File: config.mk
export PLATFORM = sky130hd
export DESIGN_NAME = sram_rw_port_arbiter
export DESIGN_NICKNAME = d
export VERILOG_FILES = /design/src/rtl/sram_rw_port_arbiter.sv
export SDC_FILE = /design/constraint.sdc
export NUM_CORES = 1
export LEC_CHECK = 0
export ABC_AREA = 1
export CAP_MARGIN = 25
export CELL_PAD_IN_SITES_DETAIL_PLACEMENT = 2
export CELL_PAD_IN_SITES_GLOBAL_PLACEMENT = 2
export CORE_MARGIN = 2
export CORE_UTILIZATION = 10
export DETAILED_ROUTE_END_ITERATION = 8
export HOLD_SLACK_MARGIN = 0.05
export PLACE_DENSITY_LB_ADDON = 0.12
export SYNTH_ARGS = -nofsm -noshare
export SYNTH_HDL_FRONTEND = slang
export SYNTH_SLANG_ARGS = --single-unit
export TNS_END_PERCENT = 10
File: constraint.sdc
create_clock -name i_clock -period 2.25 [get_ports i_clock]
set_clock_uncertainty 0.2 [all_clocks]
set_input_delay 0.45 -clock i_clock [delete_from_list [all_inputs] [get_ports i_clock]]
set_output_delay 0.45 -clock i_clock [all_outputs]
set_load 0.005 [all_outputs]
File: src/rtl/sram_rw_port_arbiter.sv
// sram_rw_port_arbiter: two-requester round-robin arbiter in front of a
// single-port RW SRAM macro (registered address, 1-cycle read latency,
// byte-mask write).
//
// Optional feature macro: SRAM_RW_ARB_INIT_EN
//   defined   : after reset, INIT writes zero to every entry (DEPTH cycles)
//   undefined : INIT issues no SRAM access and lasts one cycle
//
// Ports:
//   i_clock, i_reset_n                  clock, async active-low reset
//   i_reqN_valid/write/addr/wdata/wmask requester N request (N = 0, 1)
//   o_reqN_ready                        requester N granted this cycle
//   o_respN_valid, o_respN_rdata        read response, one cycle after grant
//   o_sram_en/wmode/addr/wdata/wmask    RW0_* drive to the macro
//   i_sram_rdata                        RW0_rdata from the macro
//   o_init_done                         high once in RUN, until next reset
module sram_rw_port_arbiter #(
    parameter int ADDR_W = 10,
    parameter int DEPTH  = 1024,
    parameter int DATA_W = 32,
    parameter int MASK_W = 4
) (
    input  logic              i_clock,
    input  logic              i_reset_n,
    input  logic              i_req0_valid,
    output logic              o_req0_ready,
    input  logic              i_req0_write,
    input  logic [ADDR_W-1:0] i_req0_addr,
    input  logic [DATA_W-1:0] i_req0_wdata,
    input  logic [MASK_W-1:0] i_req0_wmask,
    output logic              o_resp0_valid,
    output logic [DATA_W-1:0] o_resp0_rdata,
    input  logic              i_req1_valid,
    output logic              o_req1_ready,
    input  logic              i_req1_write,
    input  logic [ADDR_W-1:0] i_req1_addr,
    input  logic [DATA_W-1:0] i_req1_wdata,
    input  logic [MASK_W-1:0] i_req1_wmask,
    output logic              o_resp1_valid,
    output logic [DATA_W-1:0] o_resp1_rdata,
    output logic              o_sram_en,
    output logic              o_sram_wmode,
    output logic [ADDR_W-1:0] o_sram_addr,
    output logic [DATA_W-1:0] o_sram_wdata,
    output logic [MASK_W-1:0] o_sram_wmask,
    input  logic [DATA_W-1:0] i_sram_rdata,
    output logic              o_init_done
);

    typedef enum logic {INIT, RUN} state_t;

    state_t r_state, w_state_nxt;
    logic   r_rr_ptr, w_rr_nxt;
    logic   r_resp0_valid, r_resp1_valid;
    logic   w_run, w_win, w_fire0, w_fire1, w_fire;

    assign w_run   = (r_state == RUN);
    // Winner index: a lone requester wins; under contention rr_ptr decides.
    assign w_win   = (i_req0_valid && i_req1_valid) ? r_rr_ptr : i_req1_valid;
    assign w_fire0 = w_run && i_req0_valid && !w_win;
    assign w_fire1 = w_run && i_req1_valid && w_win;
    assign w_fire  = w_fire0 || w_fire1;

    assign o_req0_ready  = w_fire0;
    assign o_req1_ready  = w_fire1;
    assign o_resp0_valid = r_resp0_valid;
    assign o_resp1_valid = r_resp1_valid;
    assign o_resp0_rdata = i_sram_rdata;
    assign o_resp1_rdata = i_sram_rdata;
    assign o_init_done   = w_run;

`ifdef SRAM_RW_ARB_INIT_EN
    logic [ADDR_W-1:0] r_init_cnt;
    logic              w_init_last;

    assign w_init_last = (r_init_cnt == ADDR_W'(DEPTH - 1));

    always_ff @(posedge i_clock or negedge i_reset_n) begin
        if (!i_reset_n)
            r_init_cnt <= '0;
        else if (!w_run)
            r_init_cnt <= r_init_cnt + ADDR_W'(1);
    end
`endif

    always_comb begin
        w_state_nxt  = r_state;
        w_rr_nxt     = r_rr_ptr;
        o_sram_en    = 1'b0;
        o_sram_wmode = 1'b0;
        o_sram_addr  = '0;
        o_sram_wdata = '0;
        o_sram_wmask = '0;
        if (!w_run) begin
`ifdef SRAM_RW_ARB_INIT_EN
            // Gated by reset so the macro sees no enable while reset is held.
            o_sram_en    = i_reset_n;
            o_sram_wmode = 1'b1;
            o_sram_addr  = r_init_cnt;
            o_sram_wmask = '1;
            w_state_nxt  = w_init_last ? RUN : INIT;
`else
            w_state_nxt  = RUN;
`endif
        end else begin
            o_sram_en    = w_fire;
            o_sram_wmode = w_win ? i_req1_write : i_req0_write;
            o_sram_addr  = w_win ? i_req1_addr  : i_req0_addr;
            o_sram_wdata = w_win ? i_req1_wdata : i_req0_wdata;
            o_sram_wmask = w_win ? i_req1_wmask : i_req0_wmask;
            w_rr_nxt     = w_fire ? !w_win : r_rr_ptr;
        end
    end

    always_ff @(posedge i_clock or negedge i_reset_n) begin
        if (!i_reset_n) begin
            r_state       <= INIT;
            r_rr_ptr      <= 1'b0;
            r_resp0_valid <= 1'b0;
            r_resp1_valid <= 1'b0;
        end else begin
            r_state       <= w_state_nxt;
            r_rr_ptr      <= w_rr_nxt;
            r_resp0_valid <= w_fire0 && !i_req0_write;
            r_resp1_valid <= w_fire1 && !i_req1_write;
        end
    end

endmodule

==> results.md <==
- The number of remaining DRC errors is 0.
- In the global route stage, overall resource usage came out at 0.0944.
- The clock tree from TritonCTS is yes.
- Counting cells, the worst reg-to-reg path comes to 6.
- The maximum buffer depth of the clock tree is 2.
- The hold slack is 0.245 ns.
- The global-route wire length before repair is 14.8 mm.
- Dividing the final minimum period by the clock period gives 1.07.
- Entering global routing, the biggest net connects 45 pins.
- The filler cells instantiated in the layout total 2117.
- The initial antenna violation count is 0.
- The checks that failed: negative setup slack.
- The number of nets handed over by synthesis was 474.
- The layout overhead on the synthesized area is 78.9%.
- The run finished, with violations left.
- Static timing analysis puts the maximum clock frequency at 0.416 GHz.
- The number of clock buffers added by TritonCTS is 3.
- The worst-case IR drop observed on VDD is 0.300 mV.
- After detailed routing, the average wire length per cell comes to 14.3 µm.
- For met1 alone, demand over resource in global routing was 0.124.
- The count of input and output buffers is 150.
- The largest area contributor in the netlist is sky130_fd_sc_hd__buf_4.
- The worst-case setup slack after placement is -0.523 ns.
- The finished cells cover 0.00323 mm².
- Synthesis produced a netlist whose cell count is 344.
- The met2 usage is 0.167.
- The share of total power dissipated in sequential elements is 0.080.
- The worst setup path is captured at an output pin.
- For this design the top-level I/O count stands at 247.
- In this run, synthesis produced a sequential element count of 4.
- For this configuration, the core starts out at a cell density of 0.101.
- The worst setup path is launched from a flip-flop.
- Measured on the finished design, the core utilization comes to 0.181.
- In this run the power spent charging and discharging nets is 0.000367 W.
- Internal power comes to 0.000694 W.
- The total iterations of the first detailed-routing run is 3.
- The die is 138 µm tall.
- The destination of the critical timing path is o_sram_wdata[13].
- The number of sinks driven by the clock tree is 4.
- The capture instance of the worst register-to-register path is o_resp1_valid.
- Of the cells placed in the final design, the portion with a size suffix greater than 1 is 0.125.
- The hold violation count in the final report is 0.
- The power density over the cells is 328 mW/mm².
- The startpoint identified for the worst register-to-register timing path is r_rr_ptr.
- The region available for standard cell placement spans 0.0178 mm².
- The via-per-instance ratio is 3.55.
- The placed instances occupy a cell area of 0.00316 mm².
- For this design, the CTS-stage hold fixing added 0 buffers.
- The antenna diode count is 0.
- The completed layout was analyzed and its total power is 0.00106 W.
- The post-synthesis average cell area is 5.25 µm².
- Setup violations remaining at the end of the flow were counted as 3.
- The time the final worst path needs with I/O delays and setup is 2.40 ns.
- The signal on the critical path passes through inv_2 > nand2_8 > buf_6 > nand3_1 > nand2_1 > nor2_1 > clkdlybuf4s50_1.
- Ranked by total cell area, the synthesized netlist is headed by sky130_fd_sc_hd__buf_4 29%, sky130_fd_sc_hd__a21oi_1 13%, sky130_fd_sc_hd__nand3_1 13%, sky130_fd_sc_hd__nand2_1 11%, sky130_fd_sc_hd__nor2_1 10%.
- The clock transition at the register clock pins on the worst setup and hold paths after CTS is 0.03 ns.
- The share of total power dissipated in combinational logic is 0.647.
- The remaining antenna violation count after routing is 0.
- The post-synth design cell area is 0.00181 mm².
- The full die area is 0.0192 mm².
- The area share of the largest cell type after synthesis is 0.287.
- The via count of the first global-routing pass is 2632.
- In the post-route analysis, the smallest setup slack over all paths is -0.152 ns.
- In this run, the number of DRC markers left after iteration 0 of detailed routing was 45.
- Measured along the x axis, the die boundary spans 138 µm.
- The maximum single-stage delay on the critical path is 0.51 ns.
- The total wirelength of the detailed-routed design is 9.42 mm.
- In this run the worst path has a maximum fanout of 12.
- The startpoint of the worst setup timing path is r_rr_ptr.
- The max-cap violation count is 0.
- The clock latency at the later pin of the worst-skew pair is 0.22 ns.
- Setup repair after global routing could not meet its margin everywhere.
- The clock root buffer is sky130_fd_sc_hd__clkbuf_16.
- Routability-driven placement finished with a final weighted congestion of 0.696.
- For this run the aggregate overflow at the end of global routing stands at 0.
- After floorplanning, the core was divided into 49 placement rows.
- The net count of the finished layout is 563.
- The cell with the biggest individual delay on the critical path is sky130_fd_sc_hd__clkdlybuf4s50_1.
- The max-slew violation count is 0.
- The total half-perimeter wirelength after legalization and detailed placement is 7.05 mm.
- The layer flagged by global routing as most heavily used is met2.
- The category of the critical setup timing path is flip-flop to output pin.
- The sequential area share after synthesis is 0.0554.
- For this run, the number of Yosys warnings is 0.
- The static leakage is 1.65 nW.
- The via count is 2349.
- For the worst setup path, the data arrival time is 1.75 ns.
- Data on the critical path is required at its endpoint by 1.60 ns.
- CTS built an H-tree with a depth of 1.
- In this run the worst hold path is classified as input pin to async pin.
- The share of total power dissipated in the clock network is 0.273.
- For this run, global-route usage on met3 was measured as 0.0173.
- Of the total power, the share spent switching nets is 0.346.
- The setup slack on the worst flop-to-flop path is 0.78 ns.
- Yosys mapped the design onto 16 distinct sky130hd cell types.
worst min path at each step:
| stage | endpoint | start | cells past startpoint | slack (ns) |
|---|---|---|---|---|
| finish | o_resp1_valid | i_reset_n | 1 | 0.24 |
| global route | o_resp1_valid | i_reset_n | 1 | 0.25 |
| CTS | o_resp1_valid | i_reset_n | 1 | 0.25 |
| detailed placement | r_rr_ptr | r_rr_ptr | 1 | 0.34 |
| global placement | r_rr_ptr | r_rr_ptr | 1 | 0.32 |
| floorplan | o_init_done | i_reset_n | 0 | -0.05 |
cell usage in the layout, fill, tap and decap left out, drive strengths merged:
master and n:
clkdlybuf4s50 102, nand2 53, inv 49, nor2 49, a21oi 48, nand3 47
buf 26, clkbuf 22, dlygate4sd2 20, dlymetal6s2s 4, dfrtp 4, clkdlybuf4s15 4
nor3 2, o21ai 1, conb 1
kinds of logic (layout without fill, tap and decap cells):
logic type	after synthesis	after routing	synth area share
AO/OA/AOI/OAI	49	49	0.136
buffers and inverters	139	227	0.458
flip-flops	4	4	0.0554
other	1	1	0.00208
AND/OR/NAND/NOR	151	151	0.349
state kept, by name (all words and copies together) (netlist names):
register	count
o_resp1_valid	1
r_rr_ptr	1
o_init_done	1
o_resp0_valid	1
Yosys cell counts:
library cell and number:
sky130_fd_sc_hd__a21oi_1 48, sky130_fd_sc_hd__buf_1 1, sky130_fd_sc_hd__buf_2 13, sky130_fd_sc_hd__buf_4 69, sky130_fd_sc_hd__buf_6 4, sky130_fd_sc_hd__clkbuf_1 3
sky130_fd_sc_hd__conb_1 1, sky130_fd_sc_hd__dfrtp_1 4, sky130_fd_sc_hd__inv_1 48, sky130_fd_sc_hd__inv_2 1, sky130_fd_sc_hd__nand2_1 52, sky130_fd_sc_hd__nand2_2 1
sky130_fd_sc_hd__nand3_1 47, sky130_fd_sc_hd__nor2_1 49, sky130_fd_sc_hd__nor3_1 2, sky130_fd_sc_hd__o21ai_0 1
stage by stage:
stage	instances	setup TNS, ns
2_1_floorplan	344	0
3_3_place_gp	652	-21.59
3_5_place_dp	652	-22.09
4_1_cts	659	-1.02
5_1_grt	661	-0.719
6_report	661	-0.424
final cells by class:
type | instances | area, µm² | share of cell area
Timing Repair Buffer | 174 | 1680 | 0.520
Tap cell | 229 | 287 | 0.0886
Sequential cell | 4 | 101 | 0.0313
Clock buffer | 4 | 78.8 | 0.0244
Inverter | 49 | 184 | 0.0569
Multi-Input combinational cell | 201 | 902 | 0.279
routing by layer:
layer | vias to the layer above | routed length [µm]
met5 | - | 0
met1 | 1099 | 4090
met2 | 76 | 4750
met4 | 0 | 9
li1 | 1170 | -
met3 | 4 | 568
what timing repair did:
| action | in CTS | in global routing |
|---|---|---|
| gates resized for setup | 50 | 49 |
| buffers inserted | 1 | 2 |
| pin swaps | 0 | 2 |
| setup endpoints to repair | 50 | 12 |
| gates cloned | 2 | 0 |
power by group through the flow:
stage	Sequential (W)	Combinational [W]	Clock, W
3_5_place_dp	0.0000853	0.000693	0
6_report	0.0000845	0.000687	0.000290
4_1_cts	0.0000844	0.000707	0.000296
2_1_floorplan	0.0000827	0.000365	0
3_3_place_gp	0.0000853	0.000687	0
5_1_grt	0.0000852	0.000765	0.000301
critical path: cells and delay by family (launching register included):
family | cells | cell delay, ns
DFF | 1 | 0.39
buffers and inverters | 3 | 0.79
and+or+nand+nor | 4 | 0.33
Note: power is estimated with default switching activity, not from simulation.
